==> config.mk <==
export PLATFORM = sky130hd
export DESIGN_NAME = sram_phy_ctrl_flat
export DESIGN_NICKNAME = d
export VERILOG_FILES = /design/src/rtl/sram_pkg.sv /design/src/rtl/sram_phy_ctrl_if.sv /design/src/rtl/sram_lane_ctrl.sv /design/src/rtl/sram_phy_ctrl.sv /design/src/flat_wrapper.sv
export SDC_FILE = /design/constraint.sdc
export NUM_CORES = 1
export LEC_CHECK = 0
export ABC_AREA = 1
export BUFFER_PORTS_ARGS = -buffer_cell sky130_fd_sc_hd__buf_2
export CORE_MARGIN = 3
export CORE_UTILIZATION = 45
export CTS_CLUSTER_DIAMETER = 100
export CTS_CLUSTER_SIZE = 10
export DETAILED_ROUTE_END_ITERATION = 8
export PLACE_DENSITY = 0.84
export SLEW_MARGIN = 20
export SYNTH_ARGS = -nofsm -noshare
export SYNTH_HDL_FRONTEND = slang
export SYNTH_SLANG_ARGS = --single-unit
==> constraint.sdc <==
create_clock -name clk -period 12.65 [get_ports clk]
set_input_delay 2.53 -clock clk [delete_from_list [all_inputs] [get_ports clk]]
set_output_delay 2.53 -clock clk [all_outputs]
set_load 0.02 [all_outputs]
==> src/rtl/sram_pkg.sv <==
// -----------------------------------------------------------------------------
// sram_pkg
// Shared definitions for the three-chip asynchronous SRAM PHY controller:
// the access FSM encoding, the chip count and data width, the default
// strobe timings and a helper that converts a cycle count into the value
// loaded into the shared phase counter.
// -----------------------------------------------------------------------------
package sram_pkg;

  localparam int unsigned NUM_CHIPS           = 3;
  localparam int unsigned CHIP_DW             = 16;
  localparam int unsigned BUS_DW              = NUM_CHIPS * CHIP_DW;
  localparam int unsigned RD_CYCLES_DEF       = 2;
  localparam int unsigned WR_PULSE_CYCLES_DEF = 2;

  typedef enum logic [2:0] {
    IDLE     = 3'd0,
    RD       = 3'd1,
    WR_SETUP = 3'd2,
    WR_PULSE = 3'd3,
    WR_HOLD  = 3'd4
  } state_e;

  // The phase counter counts down to zero, so a phase lasting N cycles
  // starts from N-1.
  function automatic logic [3:0] phase_load(input int unsigned cycles);
    return 4'(cycles - 1);
  endfunction

endpackage

==> src/rtl/sram_phy_ctrl_if.sv <==
// -----------------------------------------------------------------------------
// sram_phy_ctrl_if
// Request/response bus between the line wrapper and the SRAM PHY controller.
//   wb_stb  : request strobe
//   wb_addr : byte address (bits [21:2] select the SRAM word)
//   wb_we   : byte write mask, all-zero selects a read
//   wb_din  : write data, 16 bits per chip
//   wb_dout : data of the most recently completed read
//   wb_nak  : busy, high while an access is in progress
// Modports: master (line wrapper side), slave (controller side).
// -----------------------------------------------------------------------------
interface sram_phy_ctrl_if
  import sram_pkg::*;
();

  logic              wb_stb;
  logic [31:0]       wb_addr;
  logic [5:0]        wb_we;
  logic [BUS_DW-1:0] wb_din;
  logic [BUS_DW-1:0] wb_dout;
  logic              wb_nak;

  modport master (
    output wb_stb, wb_addr, wb_we, wb_din,
    input  wb_dout, wb_nak
  );

  modport slave (
    input  wb_stb, wb_addr, wb_we, wb_din,
    output wb_dout, wb_nak
  );

endinterface

==> src/rtl/sram_lane_ctrl.sv <==
// -----------------------------------------------------------------------------
// sram_lane_ctrl
// Per-chip strobe generator. From the next FSM state and the chip's next
// 2-bit byte mask it registers the chip's active-low strobes and the pad
// output enable, so every pad-side signal comes straight from a flop.
//   clk, rst : clock, asynchronous active-high reset
//   state_d  : FSM state for the coming cycle
//   mask_d   : {high byte, low byte} write mask for the coming cycle
//   ce_n, we_n, ub_n, lb_n, dq_oe : registered chip controls
// -----------------------------------------------------------------------------
module sram_lane_ctrl
  import sram_pkg::*;
(
  input  logic       clk,
  input  logic       rst,
  input  state_e     state_d,
  input  logic [1:0] mask_d,
  output logic       ce_n,
  output logic       we_n,
  output logic       ub_n,
  output logic       lb_n,
  output logic       dq_oe
);

  logic ce_n_d, we_n_d, ub_n_d, lb_n_d, dq_oe_d;
  logic ce_n_q, we_n_q, ub_n_q, lb_n_q, dq_oe_q;
  logic sel;

  // A chip with no mask bit set sits out the whole write.
  assign sel = |mask_d;

  always_comb begin
    ce_n_d  = 1'b1;
    we_n_d  = 1'b1;
    ub_n_d  = 1'b1;
    lb_n_d  = 1'b1;
    dq_oe_d = 1'b0;
    case (state_d)
      RD: begin
        // Reads always fetch both bytes of every chip; pads stay released.
        ce_n_d = 1'b0;
        ub_n_d = 1'b0;
        lb_n_d = 1'b0;
      end
      WR_SETUP, WR_PULSE, WR_HOLD: begin
        ce_n_d  = ~sel;
        ub_n_d  = ~mask_d[1];
        lb_n_d  = ~mask_d[0];
        dq_oe_d = sel;
        if (state_d == WR_PULSE) begin
          we_n_d = ~sel;
        end
      end
      default: begin
      end
    endcase
  end

  always_ff @(posedge clk or posedge rst) begin
    if (rst) begin
      ce_n_q  <= 1'b1;
      we_n_q  <= 1'b1;
      ub_n_q  <= 1'b1;
      lb_n_q  <= 1'b1;
      dq_oe_q <= 1'b0;
    end else begin
      ce_n_q  <= ce_n_d;
      we_n_q  <= we_n_d;
      ub_n_q  <= ub_n_d;
      lb_n_q  <= lb_n_d;
      dq_oe_q <= dq_oe_d;
    end
  end

  assign ce_n  = ce_n_q;
  assign we_n  = we_n_q;
  assign ub_n  = ub_n_q;
  assign lb_n  = lb_n_q;
  assign dq_oe = dq_oe_q;

endmodule

==> src/rtl/sram_phy_ctrl.sv <==
// -----------------------------------------------------------------------------
// sram_phy_ctrl
// Controller for three 16-bit asynchronous SRAM chips sharing one address
// bus. Accepts single-word reads and masked writes from the line wrapper and
// sequences the chip strobes: a read holds oe_n low for RD_CYCLES cycles; a
// write runs setup (1), we_n pulse (WR_PULSE_CYCLES) and hold (1) cycles.
//   clk, rst     : clock, asynchronous active-high reset
//   wb           : request bus (slave side)
//   sram_ce_n/oe_n/we_n/ub_n/lb_n : per-chip active-low strobes
//   sram_addr    : shared word address
//   sram_dq_out  : write data to the pads, sram_dq_in : pad read data
//   sram_dq_oe   : per-chip pad output enable (tristate lives above)
// -----------------------------------------------------------------------------
module sram_phy_ctrl
  import sram_pkg::*;
#(
  parameter int unsigned RD_CYCLES       = RD_CYCLES_DEF,
  parameter int unsigned WR_PULSE_CYCLES = WR_PULSE_CYCLES_DEF
) (
  input  logic                 clk,
  input  logic                 rst,
  sram_phy_ctrl_if.slave       wb,
  output logic [NUM_CHIPS-1:0] sram_ce_n,
  output logic [NUM_CHIPS-1:0] sram_oe_n,
  output logic [NUM_CHIPS-1:0] sram_we_n,
  output logic [NUM_CHIPS-1:0] sram_ub_n,
  output logic [NUM_CHIPS-1:0] sram_lb_n,
  output logic [19:0]          sram_addr,
  output logic [BUS_DW-1:0]    sram_dq_out,
  input  logic [BUS_DW-1:0]    sram_dq_in,
  output logic [NUM_CHIPS-1:0] sram_dq_oe
);

  state_e                state_q, state_d;
  logic [3:0]            cnt_q, cnt_d;
  logic [19:0]           addr_q, addr_d;
  logic [BUS_DW-1:0]     dq_out_q, dq_out_d;
  logic [BUS_DW-1:0]     dout_q, dout_d;
  logic [5:0]            mask_q, mask_d;
  logic                  nak_q, nak_d;
  logic [NUM_CHIPS-1:0]  oe_n_q, oe_n_d;
  logic                  accept;
  logic                  unused_addr_bits;

  assign unused_addr_bits = ^{wb.wb_addr[31:22], wb.wb_addr[1:0]};

  assign accept = wb.wb_stb && !nak_q && (state_q == IDLE);

  always_comb begin
    state_d  = state_q;
    cnt_d    = cnt_q;
    addr_d   = addr_q;
    dq_out_d = dq_out_q;
    dout_d   = dout_q;
    mask_d   = mask_q;
    nak_d    = nak_q;
    oe_n_d   = oe_n_q;
    case (state_q)
      IDLE: begin
        if (accept) begin
          // Address, data and mask change only here, so they are stable
          // across the whole strobe window that follows.
          addr_d   = wb.wb_addr[21:2];
          mask_d   = wb.wb_we;
          dq_out_d = wb.wb_din;
          nak_d    = 1'b1;
          if (wb.wb_we == 6'd0) begin
            state_d = RD;
            cnt_d   = phase_load(RD_CYCLES);
            oe_n_d  = '0;
          end else begin
            state_d = WR_SETUP;
          end
        end
      end
      RD: begin
        if (cnt_q == 4'd0) begin
          state_d = IDLE;
          dout_d  = sram_dq_in;
          nak_d   = 1'b0;
          oe_n_d  = '1;
        end else begin
          cnt_d = cnt_q - 4'd1;
        end
      end
      WR_SETUP: begin
        state_d = WR_PULSE;
        cnt_d   = phase_load(WR_PULSE_CYCLES);
      end
      WR_PULSE: begin
        if (cnt_q == 4'd0) begin
          state_d = WR_HOLD;
        end else begin
          cnt_d = cnt_q - 4'd1;
        end
      end
      WR_HOLD: begin
        state_d = IDLE;
        nak_d   = 1'b0;
      end
      default: begin
        state_d = IDLE;
        nak_d   = 1'b0;
        oe_n_d  = '1;
      end
    endcase
  end

  always_ff @(posedge clk or posedge rst) begin
    if (rst) begin
      state_q  <= IDLE;
      cnt_q    <= '0;
      addr_q   <= '0;
      dq_out_q <= '0;
      dout_q   <= '0;
      mask_q   <= '0;
      nak_q    <= 1'b0;
      oe_n_q   <= '1;
    end else begin
      state_q  <= state_d;
      cnt_q    <= cnt_d;
      addr_q   <= addr_d;
      dq_out_q <= dq_out_d;
      dout_q   <= dout_d;
      mask_q   <= mask_d;
      nak_q    <= nak_d;
      oe_n_q   <= oe_n_d;
    end
  end

  generate
    for (genvar gi = 0; gi < NUM_CHIPS; gi++) begin : g_lane
      sram_lane_ctrl u_lane (
        .clk    (clk),
        .rst    (rst),
        .state_d(state_d),
        .mask_d (mask_d[2*gi+1 -: 2]),
        .ce_n   (sram_ce_n[gi]),
        .we_n   (sram_we_n[gi]),
        .ub_n   (sram_ub_n[gi]),
        .lb_n   (sram_lb_n[gi]),
        .dq_oe  (sram_dq_oe[gi])
      );
    end
  endgenerate

  assign sram_oe_n   = oe_n_q;
  assign sram_addr   = addr_q;
  assign sram_dq_out = dq_out_q;
  assign wb.wb_dout  = dout_q;
  assign wb.wb_nak   = nak_q;

endmodule

==> src/flat_wrapper.sv <==
// flat-port wrapper written by rule: the top's interface ports become plain ports
module sram_phy_ctrl_flat import sram_pkg::*;
#(
  parameter int unsigned RD_CYCLES       = RD_CYCLES_DEF,
  parameter int unsigned WR_PULSE_CYCLES = WR_PULSE_CYCLES_DEF
)
  (clk, rst, sram_ce_n, sram_oe_n, sram_we_n, sram_ub_n, sram_lb_n, sram_addr, sram_dq_out, sram_dq_in, sram_dq_oe, wb_wb_stb, wb_wb_addr, wb_wb_we, wb_wb_din, wb_wb_dout, wb_wb_nak);
  sram_phy_ctrl_if wb_i ();
  input  logic clk;
  input  logic rst;
  output logic [NUM_CHIPS-1:0] sram_ce_n;
  output logic [NUM_CHIPS-1:0] sram_oe_n;
  output logic [NUM_CHIPS-1:0] sram_we_n;
  output logic [NUM_CHIPS-1:0] sram_ub_n;
  output logic [NUM_CHIPS-1:0] sram_lb_n;
  output logic [19:0] sram_addr;
  output logic [BUS_DW-1:0] sram_dq_out;
  input  logic [BUS_DW-1:0] sram_dq_in;
  output logic [NUM_CHIPS-1:0] sram_dq_oe;
  input wire logic [$bits(wb_i.wb_stb)-1:0] wb_wb_stb;
  input wire logic [$bits(wb_i.wb_addr)-1:0] wb_wb_addr;
  input wire logic [$bits(wb_i.wb_we)-1:0] wb_wb_we;
  input wire logic [$bits(wb_i.wb_din)-1:0] wb_wb_din;
  output wire logic [$bits(wb_i.wb_dout)-1:0] wb_wb_dout;
  output wire logic [$bits(wb_i.wb_nak)-1:0] wb_wb_nak;
  assign wb_i.wb_stb = wb_wb_stb;
  assign wb_i.wb_addr = wb_wb_addr;
  assign wb_i.wb_we = wb_wb_we;
  assign wb_i.wb_din = wb_wb_din;
  assign wb_wb_dout = wb_i.wb_dout;
  assign wb_wb_nak = wb_i.wb_nak;
  sram_phy_ctrl #(.RD_CYCLES(RD_CYCLES), .WR_PULSE_CYCLES(WR_PULSE_CYCLES)) u_core (.clk(clk), .rst(rst), .wb(wb_i), .sram_ce_n(sram_ce_n), .sram_oe_n(sram_oe_n), .sram_we_n(sram_we_n), .sram_ub_n(sram_ub_n), .sram_lb_n(sram_lb_n), .sram_addr(sram_addr), .sram_dq_out(sram_dq_out), .sram_dq_in(sram_dq_in), .sram_dq_oe(sram_dq_oe));
endmodule
==> metrics.md, run 1 <==
| Metric | Value |
|---|---|
| Run status | completed |
| Sequential share of the synthesized area | 0.611 |
| Slew @ Worst Pin | 739 ps |
| I/O Buffers | 259 |
| Global-route wire length before repair | 20,000 um |
| Vias | 4,028 |
| Share of cells above drive strength 1 | 0.638 |
| Crit Path Max Fanout | 41 |
| Global route overflow | 0 |
| Worst setup path end | u_core.g_lane[0].u_lane.dq_oe |
| Worst setup startpoint | wb_wb_stb |
| Tmin final | 4210 ps |
| Final net count | 804 |
| Total track usage | 0.173 |
| Initial Util | 0.468 |
| CP bufs+invs | 5 |
| Int Power | 1510 uW |
| CTS tree | yes |
| Worst EP arrival | 4510 ps |
| Sequential share of power | 0.345 |
| #FFs+latches synth | 146 |
| Hold buffer count at cts | 0 |
| Delay-heaviest family, CP | simple AND/OR/NAND/NOR gates |
| Post-route antenna net violation count | 0 |
| Post-Syn Nets | 554 |
| Static leakage | 0.00425 uW |
| Total stage count of the critical path | 11 |
| Post-CTS Setup Inserts | 0 |
| Number of DRC markers in iteration 0 | 176 |
| Yosys top cell by area | dfrtp_1 |
| Inserted Clock Buffers | 17 |
| Most common cell in the netlist | dfrtp_1 |
| Number of synthesized flops with an enable pin | 0 |
| Clock network power share | 0.216 |
| Cell Pwr Density | 304 nW/um^2 |
| Syn-to-layout area delta | 32.1% |
| Setup crit end kind | register |
| Critical-path cell list | buf_2, inv_1, nor2_4, nand3_4, buf_4, nand2_1, nand2_1, nor2_1, inv_1, nand2_1, inv_1 |
| Post-CTS Resized | 0 |
| Die Span X | 122 um |
| Gpl congestion | 0.793 |
| Clock Pin Slew Worst Setup and Hold Paths | 60 ps |
| CTS Buffer Depth | 2 |
| CTS Root Cell | clkbuf_16 |
| Antenna diodes | 0 |
| Final wirelength | 12,900 um |
| Die Y | 122 um |
| Switching portion of total power | 0.373 |
| Area contributors post-synth | dfrtp_1 (55%), mux2_4 (15%), mux2_2 (11%) |
| RSZ-0062 raised after global routing | no |
| Worst r2r path cells | 9 |
| Slowest stage delay, CP | 520 ps |
| WL per Instance | 15.1 um |
| Startpoint Class | primary input |
| Reg2reg end | u_core.g_lane[0].u_lane.dq_oe |
| Area after DPL | 7310 um^2 |
| Placeable Area | 12,800 um^2 |
| H-tree depth | 4 |
| Hold Crit Class | register to register |
| Drt via density | 4.73 |
| Initial antenna violation count | 0 |
| Reg2reg start | u_core.wb.wb_nak |
| Final hold vios | 0 |
| IO Count | 272 |
| Vias in the first global route | 4,237 |
| Critical path class | primary input to register |
| Synth Cell Area | 6010 um^2 |
| Switching power | 901 uW |
| Top-area cell type share of the netlist area | 0.554 |
| Fin. max-slew vios | 0 |
| Max-slew headroom | 0.508 |
| Fin crit share | 0.333 |
| Placed insts | 819 |
| Maxcap violations | 0 |
| Final Cell Area | 7940 um^2 |
| DP HPWL | 9560 um |
| Post-Layout Cell Count | 851 |
| Final setup viols | 0 |
| Pin count of the biggest net entering global routing | 85 |
| Max Clk Rate | 238 MHz |
| VDD IR max | 0.000162 V |
| Netlist cell types | 26 |
| Yosys warnings | 0 |
| Hold Path Origin | u_core.sram_oe_n[1] |
| Final setup TNS | 0 ps |
| Commonest cells post-synth | dfrtp_1 (133), mux2_4 (59), mux2_2 (57) |
| # clock sinks | 146 |
| Clock Latency Late Sink | 410 ps |
| Worst reg2reg setup slack | 10,240 ps |
| Hold Path Depth | 2 |
| DIE AREA | 14,800 um^2 |
| Mean post-synth cell area | 14.4 um^2 |
| Asr flop ratio synth | 1.00 |
| First-pass detailed-route iteration total | 4 |
| Main synth FF type | dfrtp_1 |
| # rows | 41 |
| Clock skew | 12.4 ps |
| Gate power share | 0.438 |
| CP max-delay cell | buf_4 |
| Critical Path RT | 12,950 ps |
| DRC Markers | 0 |
| Hold_ws | 499 ps |
| Cells after synthesis | 416 |
[cell usage in the layout, fill, tap and decap left out, drive strengths merged]
master	n
buf	262
dfrtp	133
mux2	116
nand2	52
inv	29
clkbuf	19
nor2	16
dfstp	13
nand3	13
o21ai	5
clkinvlp	4
bufinv	4
clkinv	3
a21oi	2
nand4	2
o211ai	1
o2111ai	1
nor3	1
or2	1
xnor2	1
ha	1
[logic make-up (layout without fill, tap and decap cells)]
logic type               Yosys count  after routing  share of synthesized area
AO/OA/AOI/OAI                      9              9                    0.00854
XOR/XNOR                           1              1                    0.00146
adder cells (fa/ha/maj)            1              1                    0.00208
buffers and inverters             58            321                     0.0579
flip-flops                       146            146                      0.611
multiplexers                     116            116                      0.254
AND/OR/NAND/NOR                   85             85                     0.0646
[tightest hold or removal path: stages, from the launching register on]
cell and delay (ps):
dfstp_2 390, nand2_1 60, nand2_1 40
[flip-flops by register name, summed over array words and instances, names as in the netlist]
name,count
u_core.sram_addr,20
u_core.g_lane.u_lane.dq_oe,3
u_core.state_q,3
u_core.sram_oe_n,1
u_core.wb.wb_nak,1
u_core.sram_dq_out,48
u_core.mask_q,6
u_core.g_lane.u_lane.we_n,3
u_core.g_lane.u_lane.ce_n,3
u_core.wb.wb_dout,48
u_core.cnt_q,4
u_core.g_lane.u_lane.ub_n,3
u_core.g_lane.u_lane.lb_n,3
[routing by layer]
layer  GRT usage  wire length, um  vias to the layer above  part of all wire
met3      0.0592              928                       20             0.072
met5           0                0                        -                 0
met4      0.0595              212                        0             0.016
li1            -                -                     1866                 -
met2       0.305             6800                      155              0.53
met1       0.194             4940                     1987              0.38
[area by class of cell]
| type | count | area [um^2] |
|---|---|---|
| Multi-Input combinational cell | 212 | 2000 |
| Clock buffer | 19 | 443 |
| Sequential cell | 146 | 3670 |
| Timing Repair Buffer | 262 | 1320 |
| Inverter | 27 | 106 |
| Fill cell | 991 | 4890 |
| Clock inverter | 13 | 183 |
| Tap cell | 172 | 215 |
[through the flow]
step / utilization / setup WS (ps) / power [uW]
2_1_floorplan: - / 6220 / 1610
3_3_place_gp: 0.570 / 8100 / 1870
3_5_place_dp: 0.570 / 8010 / 1910
4_1_cts: 0.618 / 8440 / 2440
5_1_grt: 0.619 / 8230 / 2550
6_report: 0.619 / 8440 / 2410
[worst min-delay path by stage]
stage	endpoint	slack [ps]
3_5_place_dp	u_core.sram_dq_out[20]	490
6_report	u_core.sram_oe_n[1]	500
3_3_place_gp	u_core.mask_q[0]	480
5_1_grt	u_core.sram_dq_out[5]	520
2_1_floorplan	u_core.mask_q[1]	460
4_1_cts	u_core.sram_dq_out[35]	500
[power groups by stage]
stage	sequential [uW]	combinational, uW	clock (uW)
6_report	833	1060	522
5_1_grt	860	1140	555
4_1_cts	835	1070	533
3_5_place_dp	838	1070	0
3_3_place_gp	822	1050	0
2_1_floorplan	1070	540	0
Power figures use the tool's default switching activity.
==> run 2, diff against run 1 <==
==> constraint.sdc (replaced) <==
create_clock -name clk -period 4.1 [get_ports clk]
set_input_delay 0.82 -clock clk [delete_from_list [all_inputs] [get_ports clk]]
set_output_delay 0.82 -clock clk [all_outputs]
set_load 0.02 [all_outputs]
==> run 2 against run 1 <==
Net effect:
- global-route usage up 1.1 points
- highest routed layer unchanged
- final cell count is 0.12% higher
- critical endpoint is now u_core.wb.wb_dout[21]
- largest power group unchanged
- final area decreased by 0.21%
- worst setup slack worse by 6700 ps
==> metrics.md, run 2 (same netlist as run 1, synthesis figures left out) <==
| Metric | Value |
|---|---|
| Final net count | 805 (+0.12%) |
| Clock Pin Slew Worst Setup and Hold Paths | 60 ps (about the same) |
| Post-route antenna net violation count | 0 (unchanged) |
| Startpoint Class | register |
| Total track usage | 0.184 (+0.0112) |
| Run status | completed |
| VDD IR max | 0.000485 V (+200%) |
| Setup crit end kind | register |
| Post-CTS Setup Inserts | 0 (unchanged) |
| Maxcap violations | 0 (unchanged) |
| Syn-to-layout area delta | 31.9% |
| Clock skew | 9.33 ps (-3.06 ps) |
| Worst r2r path cells | 7 (-2) |
| Drt via density | 4.69 (-0.86%) |
| Pre-CTS worst setup slack | 1390 ps (-6610 ps) |
| I/O Buffers | 259 (unchanged) |
| Hold buffer count at cts | 0 (unchanged) |
| Final wirelength | 13,100 um (+1.8%) |
| First-pass detailed-route iteration total | 4 (unchanged) |
| Initial Util | 0.468 (unchanged) |
| Global route overflow | 0 (unchanged) |
| RSZ-0062 raised after global routing | no |
| DIE AREA | 14,800 um^2 (unchanged) |
| CTS tree | yes |
| Gpl congestion | 0.799 (+0.74%) |
| Commonest non-fill, non-tap cell in the layout | buf_2 |
| IO Count | 272 (unchanged) |
| CP max-delay cell | nand2_2 |
| Pin count of the biggest net entering global routing | 73 (-14%) |
| Share of cells above drive strength 1 | 0.637 (-0.000938) |
| Clock Latency Late Sink | 410 ps (about the same) |
| DRC Markers | 0 (unchanged) |
| Final hold vios | 0 (unchanged) |
| Fill cells | 957 (-3.4%) |
| CTS Root Cell | clkbuf_16 |
| Max-slew headroom | 0.359 (-0.148) |
| H-tree depth | 4 (unchanged) |
| Critical Path RT | 4390 ps (-8560 ps) |
| # clock sinks | 146 (unchanged) |
| Max Clk Rate | 429 MHz |
| Global-route wire length before repair | 21,100 um (+5.6%) |
| Initial antenna violation count | 0 (unchanged) |
| Post-CTS Resized | 0 (unchanged) |
| Tmin final | 2330 ps |
| Final setup TNS | 0 ps (unchanged) |
| Critical path class | register to register |
| Slowest stage delay, CP | 550 ps (+30 ps) |
| Inserted Clock Buffers | 17 (unchanged) |
| Die Span X | 122 um (unchanged) |
| Final WS setup | 1770 ps (-6670 ps) |
| Fin crit share | 0.569 |
| Final Cell Area | 7920 um^2 (-0.21%) |
| Fin. max-slew vios | 0 (unchanged) |
| Die Y | 122 um (unchanged) |
| CTS Buffer Depth | 2 (unchanged) |
| Hold Crit Class | register to register |
| # rows | 41 (unchanged) |
| Critical-path cell list | inv_1, ha_1, nand2_1, nor2_4, nand2_2, buf_4, mux2_2 |
| Slew @ Worst Pin | 959 ps (+221 ps) |
| Antenna diodes | 0 (unchanged) |
| DP HPWL | 9760 um (+2.0%) |
| Worst EP arrival | 2620 ps (-1890 ps) |
| Placeable Area | 12,800 um^2 (unchanged) |
| Final setup viols | 0 (unchanged) |
| Number of DRC markers in iteration 0 | 163 (-7.4%) |
| Crit Path Max Fanout | 27 (-34%) |
| Leading cell types in the layout, fill and taps excluded | buf_2 (259), dfrtp_1 (133), mux2_4 (59) |
| Vias | 3,998 (-0.74%) |
| Vias in the first global route | 4,325 (+2.1%) |
| Area after DPL | 7320 um^2 (+0.26%) |
| WL per Instance | 15.4 um (+1.7%) |
| Static leakage | 0.00425 uW (about the same) |
| Hold Path Depth | 2 (unchanged) |
| Cell Pwr Density | 934 nW/um^2 (+210%) |
run 2: stage by stage:
stage	power, uW	std cells	util	hold WS [ps]
floorplan	4960	416	-	465
global placement	5780	820	0.571	482
detailed placement	5900	820	0.571	488
CTS	7490	852	0.617	502
global route	7870	852	0.617	513
finish	7400	852	0.617	494
run 2: critical path, delay by kind of cell (launching register included):
kind,cells,cell delay [ps]
and+or+nand+nor,3,760
adders and majority gates,1,210
muxes,1,390
buffers and inverters,2,530
DFF,1,320
run 2: final cells by class:
type,instances,area [um^2],share of cell area
Inverter,27,105,0.0133
Clock inverter,12,148,0.0186
Timing Repair Buffer,263,1340,0.169
Multi-Input combinational cell,212,2000,0.252
Tap cell,172,215,0.0272
Clock buffer,20,447,0.0564
Sequential cell,146,3670,0.463
run 2: path summary, 6_finish.rpt:
path | startpoint | to | slack (ps)
max | u_core.cnt_q[0] | u_core.wb.wb_dout[21] | 1770
min | u_core.sram_oe_n[1] | u_core.sram_oe_n[1] | 490
max reg2reg | u_core.cnt_q[0] | u_core.wb.wb_dout[21] | 1770
min reg2reg | u_core.sram_oe_n[1] | u_core.sram_oe_n[1] | 490
max in group asynchronous | rst | u_core.sram_dq_out[30] | 2590
min in group asynchronous | rst | u_core.sram_dq_out[5] | 630
run 2: metal layers:
layer,track usage,share of wire
met2,0.309,0.51
met1,0.216,0.39
met3,0.0667,0.077
met5,0,0
met4,0.0700,0.023
run 2: where the power goes:
group / switching (uW) / total (uW) / internal [uW]
registers: 367 / 2580 / 2210
clock network: 606 / 1530 / 928
logic: 1860 / 3280 / 1420
